===== config.mk =====
export PLATFORM = sky130hd
export DESIGN_NAME = tt_ctrl_seq
export DESIGN_NICKNAME = d
export VERILOG_FILES = /design/src/rtl/tt_ctrl_seq_pkg.sv /design/src/rtl/tt_ctrl_seq_timer.sv /design/src/rtl/tt_ctrl_seq.sv
export SDC_FILE = /design/constraint.sdc
export NUM_CORES = 1
export LEC_CHECK = 0
export CAP_MARGIN = 5
export CORE_ASPECT_RATIO = 1.1
export CORE_MARGIN = 10
export CORE_UTILIZATION = 35
export CTS_BUF_LIST = sky130_fd_sc_hd__clkbuf_16
export CTS_CLUSTER_DIAMETER = 120
export DETAILED_ROUTE_END_ITERATION = 16
export GPL_ROUTABILITY_DRIVEN = 0
export GPL_TIMING_DRIVEN = 0
export PLACE_DENSITY = 0.55
export SETUP_SLACK_MARGIN = 0.1
export SLEW_MARGIN = 20
export SYNTH_ARGS = -nofsm -noshare
export SYNTH_HDL_FRONTEND = slang
export SYNTH_SLANG_ARGS = --single-unit

===== constraint.sdc =====
create_clock -name clk -period 5.64 [get_ports clk]
set_clock_uncertainty 0.2 [all_clocks]
set_input_delay 1.692 -clock clk [delete_from_list [all_inputs] [get_ports clk]]
set_output_delay 1.692 -clock clk [all_outputs]
set_load 0.1 [all_outputs]

===== src/rtl/tt_ctrl_seq_pkg.sv =====
// Shared types for the TinyTapeout mux-select controller.
// Holds the FSM state encoding and the timer-width helper.
package tt_ctrl_seq_pkg;

  typedef enum logic [2:0] {
    ST_SRST   = 3'd0,
    ST_IDLE   = 3'd1,
    ST_INC_LO = 3'd2,
    ST_INC_HI = 3'd3,
    ST_ENA    = 3'd4,
    ST_ACTIVE = 3'd5
  } state_e;

  // Bits needed to hold the longest timed phase length.
  function automatic int unsigned tmr_width(input int unsigned a, input int unsigned b,
                                            input int unsigned c, input int unsigned d);
    int unsigned m;
    m = a;
    if (b > m) m = b;
    if (c > m) m = c;
    if (d > m) m = d;
    return $clog2(m + 1);
  endfunction

endpackage


===== src/rtl/tt_ctrl_seq_timer.sv =====
// Loadable down-counter shared by all timed controller phases.
// done_c is high once the count reaches zero; the count then holds.
module tt_ctrl_seq_timer #(
  parameter int unsigned W       = 4,
  parameter int unsigned RST_VAL = 0
) (
  input  logic         clk,
  input  logic         rst_n,
  input  logic         load,
  input  logic [W-1:0] load_val,
  output logic         done_c
);

  logic [W-1:0] cnt;

  always_ff @(posedge clk or negedge rst_n) begin
    if (!rst_n)            cnt <= W'(RST_VAL);
    else if (load)         cnt <= load_val;
    else if (cnt != '0)    cnt <= cnt - W'(1);
  end

  assign done_c = (cnt == '0);

endmodule


===== src/rtl/tt_ctrl_seq.sv =====
// TinyTapeout mux-select sequencer: resets the chip select counter, pulses sel_inc up to the
// target address, then enables and releases the user design. Optional: TT_CTRL_SEQ_INCREMENTAL_EN.
module tt_ctrl_seq
  import tt_ctrl_seq_pkg::*;
#(
  parameter int unsigned MUX_W    = 5,
  parameter int unsigned BLK_W    = 5,
  parameter int unsigned INC_HI   = 1,
  parameter int unsigned INC_LO   = 1,
  parameter int unsigned SRST_CYC = 2,
  parameter int unsigned URST_CYC = 8
) (
  input  logic                     clk,
  input  logic                     rst_n,
  input  logic                     req_valid,
  input  logic [MUX_W+BLK_W-1:0]   req_addr,
  output logic                     req_ready,
  output logic                     ctrl_sel_rst_n,
  output logic                     ctrl_sel_inc,
  output logic                     ctrl_ena,
  output logic                     um_rst_n,
  output logic [MUX_W+BLK_W-1:0]   cur_addr,
  output logic                     active
);

  localparam int unsigned ADDR_W = MUX_W + BLK_W;
  localparam int unsigned TMR_W  = tmr_width(INC_HI, INC_LO, SRST_CYC, URST_CYC);
  localparam logic [TMR_W-1:0] SRST_LD = TMR_W'(SRST_CYC - 1);
  localparam logic [TMR_W-1:0] LO_LD   = TMR_W'(INC_LO - 1);
  localparam logic [TMR_W-1:0] HI_LD   = TMR_W'(INC_HI - 1);
  localparam logic [TMR_W-1:0] URST_LD = TMR_W'(URST_CYC - 1);

  state_e              state, state_d;
  logic                boot, boot_d;
  logic [ADDR_W-1:0]   tgt, tgt_d;
  logic                tmr_load;
  logic [TMR_W-1:0]    tmr_val;
  logic                tmr_done_c;
  logic                accept_c;
  logic                sel_rst_n_d, inc_d, ena_d, um_rst_n_d, active_d, ready_d;
  logic [ADDR_W-1:0]   cur_d;

  assign accept_c = req_valid & req_ready;

  tt_ctrl_seq_timer #(.W(TMR_W), .RST_VAL(SRST_CYC - 1)) u_timer (
    .clk      (clk),
    .rst_n    (rst_n),
    .load     (tmr_load),
    .load_val (tmr_val),
    .done_c   (tmr_done_c)
  );

  // Next state plus next values of every registered output (decoded from the next state).
  always_comb begin
    state_d  = state;
    boot_d   = boot;
    tgt_d    = tgt;
    tmr_load = 1'b0;
    tmr_val  = '0;
    unique case (state)
      ST_SRST: if (tmr_done_c) begin
        boot_d = 1'b0;
        if (boot) begin
          state_d = ST_IDLE;
        end else begin
          state_d  = ST_INC_LO;
          tmr_load = 1'b1;
          tmr_val  = LO_LD;
        end
      end
      ST_IDLE: if (accept_c) begin
        tgt_d    = req_addr;
        state_d  = ST_SRST;
        tmr_load = 1'b1;
        tmr_val  = SRST_LD;
      end
      ST_INC_LO: if (tmr_done_c) begin
        tmr_load = 1'b1;
        if (cur_addr == tgt) begin
          state_d = ST_ENA;
          tmr_val = URST_LD;
        end else begin
          state_d = ST_INC_HI;
          tmr_val = HI_LD;
        end
      end
      ST_INC_HI: if (tmr_done_c) begin
        state_d  = ST_INC_LO;
        tmr_load = 1'b1;
        tmr_val  = LO_LD;
      end
      ST_ENA: if (tmr_done_c) state_d = ST_ACTIVE;
      ST_ACTIVE: if (accept_c) begin
        tgt_d    = req_addr;
        tmr_load = 1'b1;
`ifdef TT_CTRL_SEQ_INCREMENTAL_EN
        // Counting upward from the current position needs no counter reset.
        if (req_addr > cur_addr) begin
          state_d = ST_INC_LO;
          tmr_val = LO_LD;
        end else begin
          state_d = ST_SRST;
          tmr_val = SRST_LD;
        end
`else
        state_d = ST_SRST;
        tmr_val = SRST_LD;
`endif
      end
      default: state_d = ST_SRST;
    endcase

    sel_rst_n_d = (state_d != ST_SRST);
    inc_d       = (state_d == ST_INC_HI);
    ena_d       = (state_d == ST_ENA) || (state_d == ST_ACTIVE);
    um_rst_n_d  = (state_d == ST_ACTIVE);
    active_d    = (state_d == ST_ACTIVE);
    ready_d     = (state_d == ST_IDLE) || (state_d == ST_ACTIVE);
    cur_d       = cur_addr;
    if (state_d == ST_SRST)                        cur_d = '0;
    else if ((state == ST_INC_HI) && tmr_done_c)   cur_d = cur_addr + ADDR_W'(1);
  end

  always_ff @(posedge clk or negedge rst_n) begin
    if (!rst_n) begin
      state          <= ST_SRST;
      boot           <= 1'b1;
      tgt            <= '0;
      ctrl_sel_rst_n <= 1'b0;
      ctrl_sel_inc   <= 1'b0;
      ctrl_ena       <= 1'b0;
      um_rst_n       <= 1'b0;
      active         <= 1'b0;
      req_ready      <= 1'b0;
      cur_addr       <= '0;
    end else begin
      state          <= state_d;
      boot           <= boot_d;
      tgt            <= tgt_d;
      ctrl_sel_rst_n <= sel_rst_n_d;
      ctrl_sel_inc   <= inc_d;
      ctrl_ena       <= ena_d;
      um_rst_n       <= um_rst_n_d;
      active         <= active_d;
      req_ready      <= ready_d;
      cur_addr       <= cur_d;
    end
  end

endmodule


==> results of run 1 <==
layer usage:
metal	vias up	share of wire	global-route usage
li1	636	-	-
met1	584	0.45	0.1152
met5	-	0	0
met2	42	0.46	0.1575
met3	7	0.073	0.04248
met4	0	0.021	0.05907
layout make-up:
type,instances,area [um^2],area share
clock inverter,2,7.507,0.003540
tap,56,70.07,0.03304
multi-input combinational,125,729.5,0.3440
inverter,6,22.52,0.01062
clock buffer,5,125.1,0.05900
timing repair buffer,28,275.3,0.1298
buffer,8,62.56,0.02950
sequential,33,828.3,0.3906
Yosys cell counts:
cell / number / share of area
o41a_2: 1 / 0.0076
or2b_2: 1 / 0.0053
and3_1: 1 / 0.0038
buf_4: 2 / 0.0091
xor2_1: 16 / 0.085
nand4_1: 2 / 0.0076
nor2b_1: 2 / 0.0076
nor3_1: 4 / 0.012
ha_1: 2 / 0.015
nor4b_1: 1 / 0.0053
dfstp_2: 2 / 0.032
o22ai_1: 2 / 0.0076
or3b_1: 1 / 0.0053
and2_1: 3 / 0.011
clkbuf_8: 1 / 0.0084
xnor2_1: 3 / 0.016
o21ba_2: 1 / 0.0061
dfrtp_1: 31 / 0.47
nand3b_1: 1 / 0.0046
nor3b_1: 1 / 0.0046
nand2_1: 39 / 0.089
a21oi_1: 5 / 0.015
nor2_1: 16 / 0.037
o21ai_0: 6 / 0.018
nor2_2: 1 / 0.0038
or3_1: 3 / 0.011
buf_6: 2 / 0.014
nand3_1: 5 / 0.015
and4_1: 3 / 0.016
inv_1: 6 / 0.014
nor4_4: 1 / 0.013
mux2i_1: 2 / 0.012
nor4_1: 2 / 0.0076
clkbuf_1: 3 / 0.0069
flip-flops by register name, indices dropped and copies added, names as in the netlist, 3 cells and up:
name and count:
cur_addr 10, u_timer.cnt 4, state 3, tgt 10
power breakdown:
group / internal (W) / switching (W)
Sequential: 0.000304 / 0.0000501
Clock: 0.000157 / 0.0000904
Combinational: 0.000140 / 0.000245
Total: 0.000602 / 0.000385
per-stage QoR:
step           hold slack (ns)  power [W]  setup slack, ns  utilization  cell area (um^2)
2_1_floorplan           0.2655  0.0006502            2.424            -              1643
3_3_place_gp            0.2746  0.0007363            2.043       0.4345              1993
3_5_place_dp            0.2771  0.0007456            2.078       0.4334              1988
4_1_cts                 0.2855  0.0009995            1.779       0.4624              2121
5_1_grt                 0.2944   0.001068            1.754       0.4624              2121
6_report                0.2839  0.0009871            1.803       0.4624              2121
worst max path at each step:
stage | cells after the start | end | from
floorplan | 1 | um_rst_n | active$_DFF_PN0_
global placement | 1 | tgt[4]$_DFFE_PN0P_ | rst_n
detailed placement | 1 | cur_addr[2] | cur_addr[2]$_DFFE_PN0P_
global route | 1 | cur_addr[2] | cur_addr[2]$_DFFE_PN0P_
finish | 1 | cur_addr[2] | cur_addr[2]$_DFFE_PN0P_
CTS | 1 | cur_addr[2] | cur_addr[2]$_DFFE_PN0P_
cells by family (layout without fill, tap and decap cells):
kind of cell | after synthesis | count (layout) | synth area share
AND/OR/NAND/NOR | 87 | 87 | 0.2605
flip-flops | 33 | 33 | 0.5042
XOR/XNOR | 19 | 19 | 0.1013
AO/OA/AOI/OAI | 15 | 15 | 0.05483
buffers and inverters | 14 | 49 | 0.05178
adder cells (fa/ha/maj) | 2 | 2 | 0.01523
multiplexers | 2 | 2 | 0.01219
worst register-to-register path, cell delays in order, from the launching register on:
cell and delay (ns):
dfrtp_1 0.37, inv_1 0.08, ha_1 0.21, or3b_1 0.37, buf_6 0.15, nor2_1 0.14, nand4_1 0.14, or3_1 0.44
o21ai_0 0.10
placed cells by master, fill, tap and decap left out, types with 3 or more instances in the layout:
| master | Yosys | layout |
|---|---|---|
| or3_1 | 3 | 3 |
| clkbuf_1 | 3 | 3 |
| nand2_1 | 39 | 39 |
| dfrtp_1 | 31 | 31 |
| xor2_1 | 16 | 16 |
| nor3_1 | 4 | 4 |
| inv_1 | 6 | 7 |
| nand3_1 | 5 | 5 |
| nor2_1 | 16 | 16 |
| and4_1 | 3 | 3 |
| clkbuf_16 | 0 | 5 |
| clkdlybuf4s50_1 | 0 | 27 |
| xnor2_1 | 3 | 3 |
| o21ai_0 | 6 | 6 |
| a21oi_1 | 5 | 5 |
| and2_1 | 3 | 3 |
==> summary.txt, run 1 <==
Outcome
  – Status: completed

Logic synthesis
  – Cells after synthesis: 172
  – Syn avg cell area: 9.551 um^2
  – Syn. warnings: 0
  – Register area share after synthesis: 0.5042
  – Mapped Area: 1643 um^2
  – FF+latch count, synth: 33
  – Post-synthesis net count: 187
  – Synth cell types: 34

Timing
  – Final hold vios: 0
  – Worst-margin pin slew: 0.9887 ns
  – RSZ-0062 raised after global routing: false
  – Fin crit period: 3.837 ns
  – FMAX: about 260 MHz
  – Max_slew headroom: 0.3388
  – Tcrit/Tclk final: 0.6803
  – Post-route setup TNS: 0 ns
  – Final setup viols: 0
  – Fin. max-slew vios: 0

Global routing
  – Gr ovfl total: 0
  – Initial antenna violation count: 0
  – First-pass GRT wire length: 6479 um
  – Vias in the first global route: 1,357
  – Pin count of the biggest net entering global routing: 34
  – Gr usage total: 0.1020

Setup path
  – Crit-path leading delay family: buffers and inverters
  – R2r startpoint: u_timer.cnt[1]$_DFFE_PN0P_
  – CP endpoint kind: output pin
  – Worst Path Arrival: 1.94 ns
  – Worst reg2reg path endpoint: u_timer.cnt[2]$_DFFE_PN0P_
  – Worst EP required: 3.75 ns
  – R2R Setup Slk: 3.35 ns
  – Setup CP Type: reg -> out
  – Worst setup SP type: flip-flop
  – Worst path slowest cell: clkdlybuf4s50_1
  – Worst path cell trace: clkdlybuf4s50_1
  – Crit path buf inv count: 1
  – Crit path max fanout: 7
  – R2R depth: 8
  – CP max stage delay: between 1 and 1.5 ns

Floorplan
  – Std-Cell Rows: 26
  – Core footprint: 4587 um^2
  – Chip width: between 80 and 90 um
  – I/O pin total: 29
  – Die Y: 91.86 um
  – Die area: 7837 um^2
  – Initial core utilization: 0.3582

Pwr
  – Power per cell area: between 400 and 500 nW/um^2
  – Maximum VDD drop: roughly 0.15 mV
  – Static leakage: 1.012 nW

Drt
  – Drt wl/cell: 13.62 um
  – Drt first-iter violations: 57
  – Routed Antenna Nets: 0
  – Via count: 1,269
  – Residual DRC count: 0
  – Router iterations before antenna repair: 6
  – Vias per cell: 4.825
  – Total routed wirelength: approximately 3600 um

Clocking
  – Buffer depth of the longest clock path: 2
  – Clock sink count: 33
  – Total CTS buffers: 5
  – CTS resizes: 0
  – Clk_lat worst skew: 0.28 ns
  – CTS Hold Bufs: 0
  – Clk root buf: clkbuf_16
  – Post-CTS Setup Bufs: 0
  – CTS tree: yes
  – Worst-path clk slew: 0.05 ns
  – H-tree levels: 2

Hold path
  – Hold path endpoint: boot$_DFFE_PN1P_
  – Hold Path Class: reg -> reg
  – Hold Crit Depth: 1
  – Worst hold path startpoint: boot$_DFFE_PN1P_

Place
  – Dpl cells: 256
  – Detailed placement HPWL: 2728 um
  – Port Buf Inserts: 28

Layout
  – Ratio of cells with drive above 1 in the final layout: 0.08696
  – Post-layout net count: approximately 220
  – Antenna cells: 0
  – Final std cells w/o fill: between 200 and 300
  – Layout area overhead: 29.09%
  – # fillers: 435

Flow run
  – Max cap viols: 0
Note: power is estimated with default switching activity, not from simulation.
==> run 2: changes to the inputs <==
PLACE_DENSITY = 0.57   (was 0.55)
clock period = 3.43 ns   (was 5.64 ns; I/O delays follow)
==> run 2 against run 1 <==
Core utilization rose by 0.65 points. Register-to-register slack worse by 2.2 ns. Sequential share of layout area fell by 0.55 points. Routed wire length fell by 0.87%. Setup slack got worse by 1.5 ns. Final cell count increased by 0.38%. First-iteration DRC count up 39%. Worst hold slack improved by 0.0061 ns. Power up 73%. Sequential power is 65% higher. Global-route usage decreased by 0.67 points. Combinational power increased by 64%. Critical endpoint unchanged. Highest routed layer unchanged.
==> summary.txt, run 2 (synthesis gave the netlist of run 1 again) <==
Outcome
  – Status: completed

Setup path
  – CP endpoint kind: output pin
  – Worst EP required: approximately 2.2 ns
  – Crit path launch: cur_addr[2]$_DFFE_PN0P_
  – Crit path max fanout: 7
  – CP max stage delay: 1.18 ns
  – Setup CP Type: reg -> out
  – Worst Path Arrival: 1.93 ns
  – R2R Setup Slk: 1.15 ns
  – Crit path buf inv count: 1
  – Crit-path leading delay family: buffers and inverters
  – Worst path cell trace: clkdlybuf4s50_1
  – Worst setup SP type: flip-flop
  – Worst path slowest cell: clkdlybuf4s50_1
  – R2r startpoint: u_timer.cnt[1]$_DFFE_PN0P_

Layout
  – Ratio of cells with drive above 1 in the final layout: 0.09135
  – Largest regs: cur_addr: 10 flops, tgt: 10 flops, u_timer.cnt: 4 flops
  – Antenna cells: 0
  – Commonest cells after routing, fill and taps aside: 39 x nand2_1, 31 x dfrtp_1, 27 x clkdlybuf4s50_1
  – Layout area overhead: 30.92%
  – Post-layout net count: 222
  – Commonest non-fill, non-tap cell in the layout: nand2_1
  – Final instance area: between 2000 and 2500 um^2

Clocking
  – Clk root buf: clkbuf_16
  – Clk_lat worst skew: 0.27 ns
  – Worst-path clk slew: around 0.05 ns
  – CTS Hold Bufs: 0
  – Total CTS buffers: 5
  – CTS tree: yes
  – Clock sink count: 33
  – CTS resizes: 0
  – Post-CTS Setup Bufs: 0
  – Buffer depth of the longest clock path: 2
  – H-tree levels: 2

Timing
  – Tcrit/Tclk final: 0.9221
  – Fin. max-slew vios: 0
  – Max_slew headroom: 0.3429
  – Post-route setup TNS: 0 ns
  – Final setup viols: 0
  – Fin crit period: 3.163 ns
  – Worst-margin pin slew: between 0.9 and 1 ns
  – Hold Slack: about 0.29 ns
  – Final hold vios: 0
  – FMAX: roughly 320 MHz
  – RSZ-0062 raised after global routing: false

Floorplan
  – Die Y: 91.86 um
  – Die area: 7837 um^2
  – Std-Cell Rows: 26
  – Initial core utilization: 0.3582
  – I/O pin total: 29
  – Core footprint: 4587 um^2
  – Chip width: 85.32 um

Global routing
  – Gr ovfl total: 0
  – Pin count of the biggest net entering global routing: 34
  – Initial antenna violation count: 0
  – Vias in the first global route: 1,237
  – Gr usage total: 0.09527
  – First-pass GRT wire length: 6065 um

Drt
  – Drt wl/cell: 13.45 um
  – Vias per cell: 4.689
  – Via count: 1,238
  – Routed Antenna Nets: 0
  – Total routed wirelength: 3550 um
  – Router iterations before antenna repair: 6
  – Residual DRC count: 0
  – Drt first-iter violations: 79

Hold path
  – Hold Path Class: reg -> reg
  – Worst hold path startpoint: tgt[8]$_DFFE_PN0P_

Pwr
  – P_int: roughly 0.0011 W
  – Comb pwr share: 0.370
  – Static leakage: slightly above 1 nW
  – Clock network power share: 0.288
  – NetSw: between 0.0006 and 0.0007 W
  – Flop pwr share: 0.343
  – Sw Share: 0.3736
  – Maximum VDD drop: 0.3287 mV
  – Power per cell area: 791.7 nW/um^2

Flow run
  – Max cap viols: 0

Place
  – Port Buf Inserts: 28
  – Placed standard-cell area: 1988 um^2
  – Detailed placement HPWL: 2657 um
[run 2: changes by cell type in the layout (fill, tap and decap cells not counted)]
cell / delta
bufinv_16: +1
[run 2: area by class of cell]
cell class | instances | area, um^2
Multi-Input combinational cell | 125 | 729.5
Sequential cell | 33 | 828.3
Clock buffer | 5 | 125.1
Clock inverter | 3 | 37.54
Timing Repair Buffer | 28 | 275.3
Fill cell | 433 | 2436
Buffer | 8 | 62.56
Inverter | 6 | 22.52
Tap cell | 56 | 70.07
[run 2: worst paths after layout]
kind                                             to  cells after the start
max                                     cur_addr[2]                      1
min                              tgt[8]$_DFFE_PN0P_                      2
max reg2reg                 cur_addr[5]$_DFFE_PN0P_                      8
min reg2reg                      tgt[8]$_DFFE_PN0P_                      2
max in group asynchronous       req_ready$_DFF_PN0_                      1
min in group asynchronous  ctrl_sel_rst_n$_DFF_PN0_                      1
[run 2: power groups by stage]
stage | Combinational (W) | Clock [W] | Sequential, W
floorplan | 0.000349 | 0 | 0.000720
global placement | 0.000624 | 0 | 0.000585
global route | 0.000698 | 0.000514 | 0.000598
finish | 0.000630 | 0.000490 | 0.000584
detailed placement | 0.000635 | 0 | 0.000591
CTS | 0.000638 | 0.000500 | 0.000585
[run 2: metrics by stage]
stage / total power (W) / std cells / setup WS, ns / utilization
floorplan: 0.001069 / 172 / 0.8770 / -
finish: 0.001703 / 264 / 0.2672 / 0.4689
CTS: 0.001723 / 264 / 0.2494 / 0.4689
global placement: 0.001209 / 256 / 0.5039 / 0.4345
global route: 0.001811 / 264 / 0.2271 / 0.4689
detailed placement: 0.001226 / 256 / 0.5478 / 0.4334
[run 2: layer usage]
layer	GRT usage	part of all wire	vias to the layer above
li1	-	-	643
met4	0.04533	0.021	0
met3	0.03097	0.041	7
met5	0	0	-
met1	0.1131	0.47	566
met2	0.1513	0.46	22
==> run 3: changes to the inputs <==
CORE_MARGIN = default   (was 10)
GPL_TIMING_DRIVEN = 1   (was 0)
==> run 3 against run 2 <==
Fmax up 32%. Core utilization down 0.56 points. Via count decreased by 0.40%. Sequential power increased by 3%. Critical path type is now in -> reg. Worst hold slack worse by 0.0065 ns. Sequential share of layout area increased by 2.0 points. Setup slack better by 0.77 ns. Largest power group is now registers. Final cell count decreased by 3.0%. Critical path depth increased by 5. Critical endpoint is now u_timer.cnt[2]$_DFFE_PN0P_.
==> summary.txt, run 3 (synthesis gave the netlist of run 1 again) <==
Outcome
  – Status: completed

Clocking
  – Worst-path clk slew: 0.05 ns
  – CTS Hold Bufs: 0
  – Post-CTS Setup Bufs: 0
  – CTS resizes: 0
  – Total CTS buffers: 5
  – Clock sink count: 33
  – CTS tree: yes
  – Clk root buf: clkbuf_16
  – Buffer depth of the longest clock path: 2
  – Clk_lat worst skew: 0.27 ns
  – H-tree levels: 2

Layout
  – Largest regs: cur_addr: 10 flops, tgt: 10 flops, u_timer.cnt: 4 flops
  – Layout area overhead: 24.37%
  – Ratio of cells with drive above 1 in the final layout: 0.1535
  – Post-layout net count: 217
  – Final std cells w/o fill: 256
  – Commonest cells after routing, fill and taps aside: 39 x nand2_1, 31 x dfrtp_1, 19 x buf_4
  – Final instance area: just over 2000 um^2
  – Antenna cells: 0
  – Commonest non-fill, non-tap cell in the layout: nand2_1
  – Layout Utilization: 0.4633

Timing
  – Final worst slack: 1.038 ns
  – Tcrit/Tclk final: 0.6975
  – Final hold vios: 0
  – Max_slew headroom: 0.5808
  – Post-route setup TNS: 0 ns
  – Fin. max-slew vios: 0
  – Fin crit period: approximately 2.4 ns
  – FMAX: around 420 MHz
  – Final setup viols: 0
  – Worst-margin pin slew: about 0.63 ns
  – RSZ-0062 raised after global routing: false

Drt
  – Total routed wirelength: 3267 um
  – Vias per cell: 4.816
  – Met2 Wirelength: 1496 um
  – Routed Antenna Nets: 0
  – Drt first-iter violations: 101
  – Via count: 1,233
  – Drt wl/cell: ~13 um
  – Routed wl met3: 131 um
  – Router iterations before antenna repair: 4
  – WL met1: 1605 um
  – Top Layer Used: met4
  – Residual DRC count: 0

Flow run
  – Max cap viols: 0

Setup path
  – Worst EP required: 3.37 ns
  – Worst setup SP type: primary input
  – Worst Path Arrival: about 2.3 ns
  – CP max stage delay: between 0.4 and 0.5 ns
  – Worst path slowest cell: clkdlybuf4s50_1
  – Crit path buf inv count: 3
  – CP endpoint kind: flip-flop
  – Crit path max fanout: 13
  – Worst path cell trace: clkdlybuf4s50_1 -> and2_1 -> nand3b_1 -> buf_4 -> inv_1 -> o21ai_0
  – Setup CP Type: in -> reg
  – Crit-path leading delay family: buffers and inverters

Global routing
  – Gr ovfl total: 0
  – Initial antenna violation count: 0
  – Vias in the first global route: 1,200
  – Gr usage total: 0.1532
  – First-pass GRT wire length: around 5600 um
  – Pin count of the biggest net entering global routing: 34

Floorplan
  – Std-Cell Rows: 25
  – Die area: 4972 um^2
  – Initial core utilization: 0.3725
  – I/O pin total: 29
  – Chip width: roughly 67 um
  – Core footprint: approximately 4400 um^2
  – Die Y: between 70 and 80 um

Pwr
  – Static leakage: ~1.0 nW
  – Flop pwr share: 0.380
  – Comb pwr share: 0.363
  – NetSw: between 0.0006 and 0.0007 W
  – Power per cell area: 777.5 nW/um^2
  – Sw Share: 0.3962
  – P_int: 0.0009592 W
  – Maximum VDD drop: about 0.40 mV
  – Clock network power share: 0.257

Place
  – Detailed placement HPWL: 2454 um
  – Dpl cells: 249
  – Pre-CTS setup slack: 0.7485 ns
  – Port Buf Inserts: 28
  – Placed standard-cell area: 1911 um^2

Hold path
  – Hold Path Class: reg -> reg
## run 3: per-layer routing
metal / GRT usage / vias up
li1: - / 627
met1: 0.2074 / 579
met2: 0.2344 / 23
met3: 0.04658 / 4
met4: 0.04255 / 0
met5: 0 / -
## run 3: power by group through the flow
stage / Combinational [W] / Sequential, W / Clock, W
final: 0.000577 / 0.000603 / 0.000409
after global routing: 0.000643 / 0.000622 / 0.000434
after CTS: 0.000581 / 0.000605 / 0.000418
after detailed placement: 0.000578 / 0.000612 / 0
after global placement: 0.000570 / 0.000610 / 0
after floorplan: 0.000349 / 0.000720 / 0
## run 3: path summary, 6_finish.rpt
kind | endpoint | from | slack, ns | cells past startpoint
min | boot$_DFFE_PN1P_ | boot$_DFFE_PN1P_ | 0.28 | 1
max in group asynchronous | u_timer.cnt[0]$_DFFE_PN1P_ | rst_n | 1.74 | 2
max reg2reg | cur_addr[5]$_DFFE_PN0P_ | u_timer.cnt[1]$_DFFE_PN0P_ | 1.06 | 7
min in group asynchronous | state[1]$_DFF_PN0_ | rst_n | 0.95 | 2
max | u_timer.cnt[2]$_DFFE_PN0P_ | req_valid | 1.04 | 6
min reg2reg | boot$_DFFE_PN1P_ | boot$_DFFE_PN1P_ | 0.28 | 1
## run 3: stage by stage
| stage | hold slack (ns) | total power [W] |
|---|---|---|
| after floorplan | 0.2655 | 0.001069 |
| after global placement | 0.2771 | 0.001180 |
| after detailed placement | 0.2773 | 0.001190 |
| after CTS | 0.2847 | 0.001604 |
| after global routing | 0.2902 | 0.001699 |
| final | 0.2834 | 0.001589 |
## run 3: final cells by class
| cell class | count | area, um^2 |
|---|---|---|
| Tap cell | 54 | 67.56 |
| Timing Repair Buffer | 31 | 262.8 |
| Clock buffer | 5 | 125.1 |
| Multi-Input combinational cell | 125 | 729.5 |
| Inverter | 6 | 22.52 |
| Clock inverter | 2 | 7.507 |
| Sequential cell | 33 | 828.3 |
| Fill cell | 415 | 2367 |
